`src/rtl/control_pipe.sv`:
```
// ---------------------------------------------------------------------------
// control_pipe
//   Pipelined main control for a 5-stage MIPS core. It decodes the ID-stage
//   opcode into a control bundle and carries that bundle through the ID/EX,
//   EX/MEM and MEM/WB registers, so each stage reads its own fields. It also
//   detects two hazards and flushes IF after a taken branch or a jump:
//     - load-use hazard: stall for one cycle and insert a bubble
//     - beq operand hazard: stall until the beq source operands are ready
//
// Ports
//   clk_i, rst_i            clock; synchronous active-high reset
//   valid_i                 IF/ID holds a real instruction
//   Op_i, Rs_i, Rt_i, Rd_i  ID-stage opcode and register fields
//   BranchEq_i              ID-stage register compare result (rs == rt)
//   Stall_o                 hold PC and IF/ID (combinational)
//   Flush_o                 squash IF/ID (combinational)
//   Jump_o                  ID holds a jump (combinational)
//   ex_*                    EX-stage control fields
//   mem_*                   MEM-stage control fields
//   wb_*                    WB-stage control fields
//   Illegal_o               high for the one cycle an unknown opcode is in EX
//
// Optional feature
//   CTRL_PERF_CNT_EN  adds the StallCnt_o and FlushCnt_o outputs. These are
//                     16-bit saturating counts of the cycles in which Stall_o
//                     and Flush_o are high.
// ---------------------------------------------------------------------------
module control_pipe #(
    parameter int OP_W    = 6,
    parameter int REG_W   = 5,
    parameter int ALUOP_W = 2
) (
    input  logic               clk_i,
    input  logic               rst_i,
    input  logic               valid_i,
    input  logic [OP_W-1:0]    Op_i,
    input  logic [REG_W-1:0]   Rs_i,
    input  logic [REG_W-1:0]   Rt_i,
    input  logic [REG_W-1:0]   Rd_i,
    input  logic               BranchEq_i,
    output logic               Stall_o,
    output logic               Flush_o,
    output logic               Jump_o,
    output logic               ex_RegDst_o,
    output logic               ex_ALUSrc_o,
    output logic [ALUOP_W-1:0] ex_ALUOp_o,
    output logic               mem_MemRead_o,
    output logic               mem_MemWrite_o,
    output logic               wb_RegWrite_o,
    output logic               wb_MemtoReg_o,
    output logic               Illegal_o
`ifdef CTRL_PERF_CNT_EN
    ,
    output logic [15:0]        StallCnt_o,
    output logic [15:0]        FlushCnt_o
`endif
);

    localparam logic [OP_W-1:0] OP_RTYPE = OP_W'(6'b000000);
    localparam logic [OP_W-1:0] OP_ADDI  = OP_W'(6'b001000);
    localparam logic [OP_W-1:0] OP_LW    = OP_W'(6'b100011);
    localparam logic [OP_W-1:0] OP_SW    = OP_W'(6'b101011);
    localparam logic [OP_W-1:0] OP_BEQ   = OP_W'(6'b000100);
    localparam logic [OP_W-1:0] OP_J     = OP_W'(6'b000010);

    typedef struct packed {
        logic               reg_write;
        logic               mem_to_reg;
        logic               mem_read;
        logic               mem_write;
        logic               reg_dst;
        logic               alu_src;
        logic [ALUOP_W-1:0] alu_op;
        logic               illegal;
    } ctrl_t;

    ctrl_t              id_ctrl;
    logic               id_branch;
    logic               id_jump;
    logic [REG_W-1:0]   id_dest;

    ctrl_t              idex_ctrl;
    logic [REG_W-1:0]   idex_dest;
    logic               exmem_reg_write;
    logic               exmem_mem_to_reg;
    logic               exmem_mem_read;
    logic               exmem_mem_write;
    logic [REG_W-1:0]   exmem_dest;
    logic               memwb_reg_write;
    logic               memwb_mem_to_reg;

    logic               idex_hit;
    logic               exmem_hit;
    logic               load_use;
    logic               beq_hazard;
    logic               stall;
    logic               flush;

    // Decode. An invalid slot decodes to an all-zero bundle. Such a slot
    // therefore never raises a hazard, a flush or an illegal flag.
    // NOTE: every always_comb output gets a default first; a path that skips
    // an assignment would otherwise infer a latch.
    always_comb begin
        id_ctrl   = '0;
        id_branch = 1'b0;
        id_jump   = 1'b0;
        if (valid_i) begin
            case (Op_i)
                OP_RTYPE: begin
                    id_ctrl.reg_write = 1'b1;
                    id_ctrl.reg_dst   = 1'b1;
                    id_ctrl.alu_op    = ALUOP_W'(2'b11);
                end
                OP_ADDI: begin
                    id_ctrl.reg_write = 1'b1;
                    id_ctrl.alu_src   = 1'b1;
                end
                OP_LW: begin
                    id_ctrl.reg_write  = 1'b1;
                    id_ctrl.mem_to_reg = 1'b1;
                    id_ctrl.mem_read   = 1'b1;
                    id_ctrl.alu_src    = 1'b1;
                end
                OP_SW: begin
                    id_ctrl.mem_write = 1'b1;
                    id_ctrl.alu_src   = 1'b1;
                end
                OP_BEQ: begin
                    id_branch      = 1'b1;
                    id_ctrl.alu_op = ALUOP_W'(2'b01);
                end
                OP_J:    id_jump         = 1'b1;
                default: id_ctrl.illegal = 1'b1;
            endcase
        end
    end

    assign id_dest = id_ctrl.reg_dst ? Rd_i : Rt_i;

    // A stage only creates a hazard when it writes a non-zero register that
    // the ID-stage instruction reads. Register $0 never causes a stall.
    assign idex_hit  = (idex_dest  != '0) && (idex_dest  == Rs_i || idex_dest  == Rt_i);
    assign exmem_hit = (exmem_dest != '0) && (exmem_dest == Rs_i || exmem_dest == Rt_i);

    assign load_use = idex_ctrl.mem_read & idex_hit;
    // beq resolves in ID, so it also waits on an ALU result still in EX. It
    // also waits on a load still in MEM. This gives two stall cycles behind
    // a lw.
    assign beq_hazard = id_branch &
                        ((idex_ctrl.reg_write & idex_hit) | (exmem_mem_read & exmem_hit));

    assign stall = valid_i & (load_use | beq_hazard);
    assign flush = valid_i & ~stall & ((id_branch & BranchEq_i) | id_jump);

    assign Stall_o = stall;
    assign Flush_o = flush;
    assign Jump_o  = id_jump;

    // NOTE: sequential state uses non-blocking assignments so every stage
    // register samples the previous stage's pre-edge value.
    always_ff @(posedge clk_i) begin
        if (rst_i) begin
            idex_ctrl        <= '0;
            idex_dest        <= '0;
            exmem_reg_write  <= 1'b0;
            exmem_mem_to_reg <= 1'b0;
            exmem_mem_read   <= 1'b0;
            exmem_mem_write  <= 1'b0;
            exmem_dest       <= '0;
            memwb_reg_write  <= 1'b0;
            memwb_mem_to_reg <= 1'b0;
        end else begin
            // While stalled, the ID instruction stays put and EX gets a bubble.
            idex_ctrl        <= stall ? '0 : id_ctrl;
            idex_dest        <= stall ? '0 : id_dest;
            exmem_reg_write  <= idex_ctrl.reg_write;
            exmem_mem_to_reg <= idex_ctrl.mem_to_reg;
            exmem_mem_read   <= idex_ctrl.mem_read;
            exmem_mem_write  <= idex_ctrl.mem_write;
            exmem_dest       <= idex_dest;
            memwb_reg_write  <= exmem_reg_write;
            memwb_mem_to_reg <= exmem_mem_to_reg;
        end
    end

    assign ex_RegDst_o    = idex_ctrl.reg_dst;
    assign ex_ALUSrc_o    = idex_ctrl.alu_src;
    assign ex_ALUOp_o     = idex_ctrl.alu_op;
    assign Illegal_o      = idex_ctrl.illegal;
    assign mem_MemRead_o  = exmem_mem_read;
    assign mem_MemWrite_o = exmem_mem_write;
    assign wb_RegWrite_o  = memwb_reg_write;
    assign wb_MemtoReg_o  = memwb_mem_to_reg;

`ifdef CTRL_PERF_CNT_EN
    always_ff @(posedge clk_i) begin
        if (rst_i) begin
            StallCnt_o <= '0;
            FlushCnt_o <= '0;
        end else begin
            if (stall && StallCnt_o != 16'hFFFF) StallCnt_o <= StallCnt_o + 16'd1;
            if (flush && FlushCnt_o != 16'hFFFF) FlushCnt_o <= FlushCnt_o + 16'd1;
        end
    end
`endif

endmodule

```
`config.mk`:
```
export PLATFORM = sky130hd
export DESIGN_NAME = control_pipe
export DESIGN_NICKNAME = d
export VERILOG_FILES = /design/src/rtl/control_pipe.sv
export SDC_FILE = /design/constraint.sdc
export NUM_CORES = 1
export LEC_CHECK = 0
export CAP_MARGIN = 5
export CORE_MARGIN = 2
export CORE_UTILIZATION = 47
export CTS_BUF_LIST = sky130_fd_sc_hd__clkbuf_2 sky130_fd_sc_hd__clkbuf_4 sky130_fd_sc_hd__clkbuf_8
export DETAILED_ROUTE_END_ITERATION = 10
export HOLD_SLACK_MARGIN = 0.15
export PLACE_DENSITY = 0.91
export SLEW_MARGIN = 20
export SYNTH_ARGS = -nofsm -noshare
export SYNTH_HDL_FRONTEND = slang
export SYNTH_SLANG_ARGS = --single-unit
```
`constraint.sdc`:
```
create_clock -name clk_i -period 2.1 [get_ports clk_i]
set_input_delay 0.42 -clock clk_i [delete_from_list [all_inputs] [get_ports clk_i]]
set_output_delay 0.42 -clock clk_i [all_outputs]
set_load 0.005 [all_outputs]
```
==> Word level (Yosys, flattened, before mapping) <==
Index checks and enable logic that the tools add are counted.
{ "totals": {"out_inout_bits": 12, "reg_bits": 25} }
{ "classes": {"n_eq_ne": 9, "reduce_logical": 12, "bitwise_logic": 13, "n_mux": 13} }
{ "op_table": {"columns": ["operator", "count"], "rows": [
  ["$eq 5x5->1", 4],
  ["$eq 6x6->1 const B", 2],
  ["$mux 5", 2],
  ["$reduce_bool 5->1", 2],
  ["$mux 1", 9],
  ["$reduce_or 3->1", 3],
  ["$and 1x1->1", 8],
  ["$eq 6x2->1 const B", 1],
  ["$eq 6x3->1 const B", 1],
  ["$eq 6x4->1 const B", 1],
  ["$logic_not 6->1", 1],
  ["$reduce_or 6->1", 1],
  ["$pmux 2 s2", 1],
  ["$or 1x1->1", 3],
  ["$logic_and 1x1->1", 2],
  ["$logic_or 1x1->1", 2],
  ["$mux 2", 1],
  ["$not 1->1", 2],
  ["$reduce_or 2->1", 1]
]} }

==> Depth between registers and ports, before layout <==
Gate-level depths: netlist (run 1).
{ "depth": {"word_depth": 11, "mapped_depth": 6, "mapped_depth_nobuf": 5} }

==> Worst setup path before layout (run 1) <==
No wires, ideal clock.
{ "synth_timing": {"path_kind": "input to output", "startpoint": "in Op_i[0]", "endpoint": "out Stall_o", "t_required_ns": 1.680, "path_buffers": 1, "setup_slack_ns": 0.035, "t_arrival_ns": 1.645, "cell_stages": 6, "cell_sequence": "nor4_4 -> and4_1 -> buf_4 -> nand3_2 -> a221oi_4 -> or2_1"} }
{ "synth_via": {"elab_chain_cells": 6} }
{ "synth_rtl": {"columns": ["item", "line_no", "source"], "rows": [
  ["start, declared", "36", "input logic [OP_W-1:0] Op_i,"],
  ["$eq 6x3->1", "108", "case (Op_i)"],
  ["$mux 1", "108", null],
  ["$mux 1", "107", "if (valid_i) begin"],
  ["$and 1x1->1", "149", "assign beq_hazard = id_branch &"],
  ["$or 1x1->1", "152", "assign stall = valid_i & (load_use | beq_hazard);"],
  ["$and 1x1->1", "152", null],
  ["end, declared", "41", "output logic Stall_o,"]
]} }
Every way passes these cells.

==> Final worst setup path (run 1) <==
{ "layout_timing": {"startpoint": "in Op_i[5]", "endpoint": "out Flush_o"} }
{ "layout_via": {"elab_chain_cells": 9} }
{ "layout_rtl": {"columns": ["item", "line_no", "source"], "rows": [
  ["$eq 6x3->1", "108", null],
  ["$mux 1", "108", null],
  ["$mux 1", "107", null],
  ["$and 1x1->1", "149", null],
  ["$or 1x1->1", "152", null],
  ["$and 1x1->1", "152", null],
  ["$not 1->1", "153", "assign flush = valid_i & ~stall & ((id_branch & BranchEq_i) | id_jump);"],
  ["$and 1x1->1", "153", null],
  ["$and 1x1->1 *", "153", null],
  ["end, declared", "42", "output logic Flush_o,"]
]} }
Every way passes the cells marked *; elsewhere a longest branch is shown, timed or not.

==> out/qor.yml, run 1 <==
cts_tree: "done"
core_region_area_sq_um: 2280
vias: 1278
fin_setup_tns_ns: -0.499
dp_slack_ns: -0.860
initial_core_util_pct: 51.0
crit_arrival_ns: 1.95
worstHoldPathType: "input pin to flop"
globalRouteOverflowTotal: 0
drive_gt1_share_pct: 37.1
r2r_cells: 7
end_kind: "primary output"
required_ns: 1.68
grt_max_degree: 16
first_global_vias: 1240
ys_types: 32
rsz0062_at_grt: "yes"
final_cell_mix: "buf_4 (37), dfxtp_1 (18), xor2_1 (17), clkdlybuf4s50_1 (17), dlygate4sd2_1 (12)"
cts_num_sinks: 23
critPathKind: "input pin to primary output"
min_period_ns: 2.37
synth_area_sq_um: 1160
ant_nets: 0
dp_hpwl_um: 2540
reg2reg_slack_ns: 0.14
placed_cell_area_sq_um: 1770
critical_path.startpoint_type: "input pin"
synth_seq_area_share_pct: 39.7
pin_count: 37
io_buffers: 36
grt_usage_pct: 28.3
die_area_sq_um: 2880
cts_max_level: 1
drc: 0
worst_clock_skew_ns: 0.00758
critical_path.endpoint: "Flush_o"
yosys_warnings: 0
cp_max_fo: 4
timing.rr.end: "idex_dest[1]"
gp_congestion: 0.822
worstSetupStartpoint: "Op_i[5]"
synth_area_per_cell_sq_um: 9.59
power_density_nw_per_um2: 458
max_freq_mhz: 421
slew_headroom_pct: 64.8
clock_path_buffers: 2
diodes: 0
clockRootBuffer: "clkbuf_4"
slew_violations: 0
yosys_register_bits: 23
placementRows: 17
worst_ir_drop_vdd_mv: 0.343
design_area_sq_um: 1930
layout_commonest_cell: "buf_4"
power.leakage_uw: 0.000884
final-setup-viol-count: 2
dr.pass1.iters: 4
syn-num-nets: 146
holdBufCountCts: 0
status: "finished with violations"
antenna_found_initial: 0
clkTransAtPathRegs_ns: 0.14
die_y_um: 53.7
reg_top3: "exmem_dest: 5 flops, idex_dest: 5 flops, idex_ctrl: 3 flops"
cap_violations: 0
clock_latency_ns: 0.32
whs_path_depth: 3
postSynthCellCount: 121
fin_util_pct: 85.0
rr_startpoint: "exmem_dest[1]"
routed_wl_um: 3980
fp.dieW_um: 53.7
hold_viol_final: 0
vias_per_cell: 5.68
setup_ws_ns: -0.273
cts_buffers: 3
routedWlPerCell_um: 17.7
worstMarginPinSlew_ns: 0.526
syn_to_final_growth_pct: 66.8
fin_nets: 223
violations: "negative setup slack"
fin_crit_sh_pct: 113
grt_pass1_wl_um: 5730
drt_iter0_markers: 56
-- metal layers --
layer,routed length (um),up-vias,global-route usage [%],part of all wire (%)
met5,0,-,0,0
met4,80,0,11.1,2.0
li1,-,592,-,-
met1,1590,608,32.4,40
met3,204,11,5.00,5.1
met2,2110,67,51.6,53
-- per-stage QoR --
step	std cells	total power [uW]	hold slack, ns
finish	225	886	0.444
global route	225	917	0.457
CTS	221	864	0.450
detailed placement	212	654	0.420
global placement	212	646	0.424
floorplan	121	534	0.414
-- report_power, final --
group          internal, uW  leakage [uW]  total, uW  switching, uW
logic                   111      0.000677        209           98.4
clock network          71.4     0.0000177        215            144
registers               449      0.000189        462           12.9
-- cell families after synthesis --
group	share of synthesized area [%]
compound gates	11.1
xor+xnor	15.1
buf+inv	3.24
flops	39.7
mux	4.32
simple gates	26.5
-- worst max-delay path, stage by stage --
cell	delay [ns]
clkdlybuf4s15_1	0.23
nor4_4	0.28
and4_4	0.31
buf_4	0.12
buf_4	0.12
a32oi_1	0.07
a211oi_2	0.24
buf_2	0.15
-- area by class of cell --
cell class | instances | area (sq um)
Clock buffer | 3 | 22.5
Clock inverter | 1 | 5.00
Fill cell | 109 | 342
Inverter | 2 | 7.51
Multi-Input combinational cell | 91 | 744
Sequential cell | 23 | 467
Tap cell | 28 | 35.0
Timing Repair Buffer | 77 | 653
-- what timing repair did --
action | 4_1_cts | 5_1_grt
gates cloned | 0 | 0
pin swaps | 14 | 12
buffers inserted | 5 | 4
resized for setup | 40 | 17
endpoints found under the setup margin | 3 | 3
-- worst min path at each step --
| stage | startpoint | end | slack (ns) |
|---|---|---|---|
| finish | Op_i[2] | ex_ALUSrc_o | 0.44 |
| global route | Op_i[2] | ex_ALUSrc_o | 0.46 |
| CTS | exmem_reg_write | wb_RegWrite_o | 0.45 |
| detailed placement | exmem_reg_write | wb_RegWrite_o | 0.42 |
| global placement | idex_ctrl[5] | mem_MemWrite_o | 0.42 |
| floorplan | idex_ctrl[5] | mem_MemWrite_o | 0.41 |
-- synth_stat cells, drive strengths merged --
| master | count | area, sq um |
|---|---|---|
| nand4b | 1 | 8.76 |
| nand2 | 7 | 26.3 |
| clkbuf | 2 | 7.51 |
| and3 | 1 | 6.26 |
| o22ai | 1 | 6.26 |
| dfxtp | 23 | 460 |
| mux2i | 5 | 50.1 |
| a22oi | 1 | 7.51 |
| a2111oi | 1 | 10.0 |
| a221oi | 1 | 26.3 |
| buf | 3 | 22.5 |
| or2 | 1 | 6.26 |
| nor3 | 8 | 40.0 |
| or4 | 1 | 7.51 |
| nor4 | 9 | 71.3 |
| xnor2 | 2 | 17.5 |
| nor2b | 11 | 68.8 |
| o21ai | 3 | 18.8 |
| inv | 2 | 7.51 |
| and4 | 2 | 17.5 |
| a32oi | 2 | 25.0 |
| a211oi | 2 | 15.0 |
| xor2 | 18 | 158 |
| a21oi | 4 | 20.0 |
| nand3 | 3 | 20.0 |
| nor3b | 1 | 12.5 |
| nor2 | 6 | 22.5 |
Power figures use the tool's default switching activity.
==> inputs of run 2 (changes only) <==
- CORE_UTILIZATION: 47 -> 45
- PLACE_DENSITY: 0.91 -> 0.88
==> out/qor.yml, run 2 (synthesized netlist as in run 1, its figures left out) <==
power.net_switching_uw: 258  # was 255 uW
design_area_sq_um: 1970  # was 1930 sq um
final_cell_mix: "buf_4 (38), dfxtp_1 (21), xor2_1 (17), clkdlybuf4s50_1 (17), dlygate4sd2_1 (14)"  # was buf_4 (37), dfxtp_1 (18), xor2_1 (17), clkdlybuf4s50_1 (17), dlygate4sd2_1 (12)
end_kind: "primary output"  # unchanged
required_ns: 1.68  # about the same
clkTransAtPathRegs_ns: 0.13  # was 0.14 ns
holdPathEnd: "mem_MemWrite_o"  # was ex_ALUSrc_o
reg2reg_slack_ns: 0.07  # was 0.14 ns
holdBufCountCts: 0  # unchanged
dp_hpwl_um: 2610  # was 2540 um
timing.rr.end: "idex_ctrl[7]"  # was idex_dest[1]
cts_buffers: 3  # unchanged
fp.dieW_um: 54.8  # was 53.7 um
cts_tree: "done"  # unchanged
reg_top3: "exmem_dest: 5 flops, idex_dest: 5 flops, idex_ctrl: 3 flops"  # unchanged
hold_path_startpoint: "idex_ctrl[5]"  # was Op_i[2]
syn_to_final_growth_pct: 69.9  # was 66.8%
cp_max_fo: 2  # was 4
routed_wl_um: 4150  # was 3980 um
clock_power_share_pct: 24.0  # was 24.3%
placementRows: 18  # was 17
worstMarginPinSlew_ns: 0.597  # was 0.526 ns
die_y_um: 54.8  # was 53.7 um
fin_util_pct: 80.3  # was 85.0%
critical_path.startpoint_type: "flop"  # was input pin
worst_clock_skew_ns: 0.00234  # was 0.00758 ns
globalRouteOverflowTotal: 0  # unchanged
setup_ws_ns: -0.270  # was -0.273 ns
power.leakage_uw: 0.000892  # was 0.000884 uW
ant_nets: 0  # unchanged
io_buffers: 36  # unchanged
dr.pass1.iters: 4  # unchanged
dp_slack_ns: -0.804  # was -0.860 ns
hold_viol_final: 0  # unchanged
rsz0062_at_grt: "yes"  # unchanged
grt_max_degree: 16  # unchanged
clockRootBuffer: "clkbuf_4"  # unchanged
initial_core_util_pct: 47.2  # was 51.0%
switching_share_pct: 28.9  # was 28.8%
drive_gt1_share_pct: 35.0  # was 37.1%
critPathKind: "flop to primary output"  # was input pin to primary output
drc: 0  # unchanged
vias_per_cell: 5.57  # was 5.68
cts_num_sinks: 23  # unchanged
worst_ir_drop_vdd_mv: 0.671  # was 0.343 mV
status: "finished with violations"  # unchanged
r2r_cells: 7  # unchanged
grt_pass1_wl_um: 6400  # was 5730 um
whs_path_depth: 1  # was 3
rr_startpoint: "exmem_dest[3]"  # was exmem_dest[1]
routedWlPerCell_um: 18.0  # was 17.7 um
placed_cell_area_sq_um: 1780  # was 1770 sq um
final-setup-viol-count: 2  # unchanged
gp_congestion: 0.865  # was 0.822
min_period_ns: 2.37  # about the same
slew_headroom_pct: 60.1  # was 64.8%
grt_usage_pct: 31.8  # was 28.3%
clock_latency_ns: 0.32  # about the same
cap_violations: 0  # unchanged
violations: "negative setup slack"  # unchanged
layout_commonest_cell: "buf_4"  # unchanged
diodes: 0  # unchanged
worstHoldPathType: "flop to flop"  # was input pin to flop
drt_iter0_markers: 20  # was 56
max_freq_mhz: 422  # was 421 MHz
slew_violations: 0  # unchanged
antenna_found_initial: 0  # unchanged
vias: 1280  # was 1278
die_area_sq_um: 3000  # was 2880 sq um
first_global_vias: 1327  # was 1240
fin_crit_sh_pct: 113  # about the same
p_int_uw: 634  # was 631 uW
pin_count: 37  # unchanged
crit_arrival_ns: 1.95  # about the same
cts_max_level: 1  # unchanged
p_seq_share_pct: 51.5  # was 52.1%
fin_nets: 226  # was 223
core_region_area_sq_um: 2450  # was 2280 sq um
clock_path_buffers: 2  # unchanged
fin_setup_tns_ns: -0.539  # was -0.499 ns
hold-worst-slack_ns: 0.466  # was 0.444 ns
power_density_nw_per_um2: 452  # was 458 nW/um^2
comb_power_share_pct: 24.5  # was 23.6%
-- run 2: cell types whose count changed in the layout (fill, tap and decap cells not counted), sizes merged --
cell	previous run	this run
clkdlybuf4s15	1	2
buf	43	46
dlygate4sd2	12	14
clkbuf	5	3
dlymetal6s2s	2	1
-- run 2: worst max-delay path: stages, from the launching register on --
cell and delay (ns):
dfxtp_4 0.37, or4_4 0.55, o21ai_4 0.18, buf_6 0.13
o22ai_4 0.07, a211oi_2 0.19, buf_2 0.14
-- run 2: worst max path at each step --
| stage | from | endpoint | slack (ns) | cells past startpoint |
|---|---|---|---|---|
| final | exmem_dest[3] | Flush_o | -0.27 | 6 |
| after global routing | exmem_dest[3] | Stall_o | -0.37 | 8 |
| after CTS | exmem_dest[3] | Flush_o | -0.26 | 6 |
| after detailed placement | Op_i[0] | Stall_o | -0.80 | 7 |
| after global placement | Op_i[0] | Stall_o | -0.77 | 7 |
| after floorplan | Op_i[0] | Stall_o | 0.04 | 6 |
-- run 2: repair_timing --
| action | CTS | global route |
|---|---|---|
| buffers inserted | 10 | 0 |
| endpoints found under the hold margin | 0 | 0 |
| gates resized for setup | 44 | 8 |
| pin swaps | 16 | 5 |
| setup endpoints to repair | 3 | 3 |
-- run 2: cell type report --
type                    count  area (sq um)
clock inverters             1          5.00
fillers                   139           484
multi-input cells          91           744
well taps                  30          37.5
flip-flops and latches     23           465
clock buffers               3          22.5
repair buffers             80           688
inverters                   2          7.51
-- run 2: stage by stage --
step,std cells,total power (uW)
6_report,230,892
5_1_grt,230,938
4_1_cts,230,874
3_5_place_dp,216,658
3_3_place_gp,216,649
2_1_floorplan,121,534
-- run 2: per-layer routing --
metal,vias to the layer above,global-route usage (%),routed length (um)
met5,-,0,0
met4,0,19.6,166
met3,18,9.56,222
met2,62,52.8,2140
met1,607,35.1,1620
li1,593,-,-
-- run 2: power by group through the flow --
stage	clock network, uW	logic [uW]	registers [uW]
3_5_place_dp	0	189	469
4_1_cts	213	203	458
5_1_grt	245	232	461
6_report	214	219	459
2_1_floorplan	0	67.3	467
3_3_place_gp	0	180	469
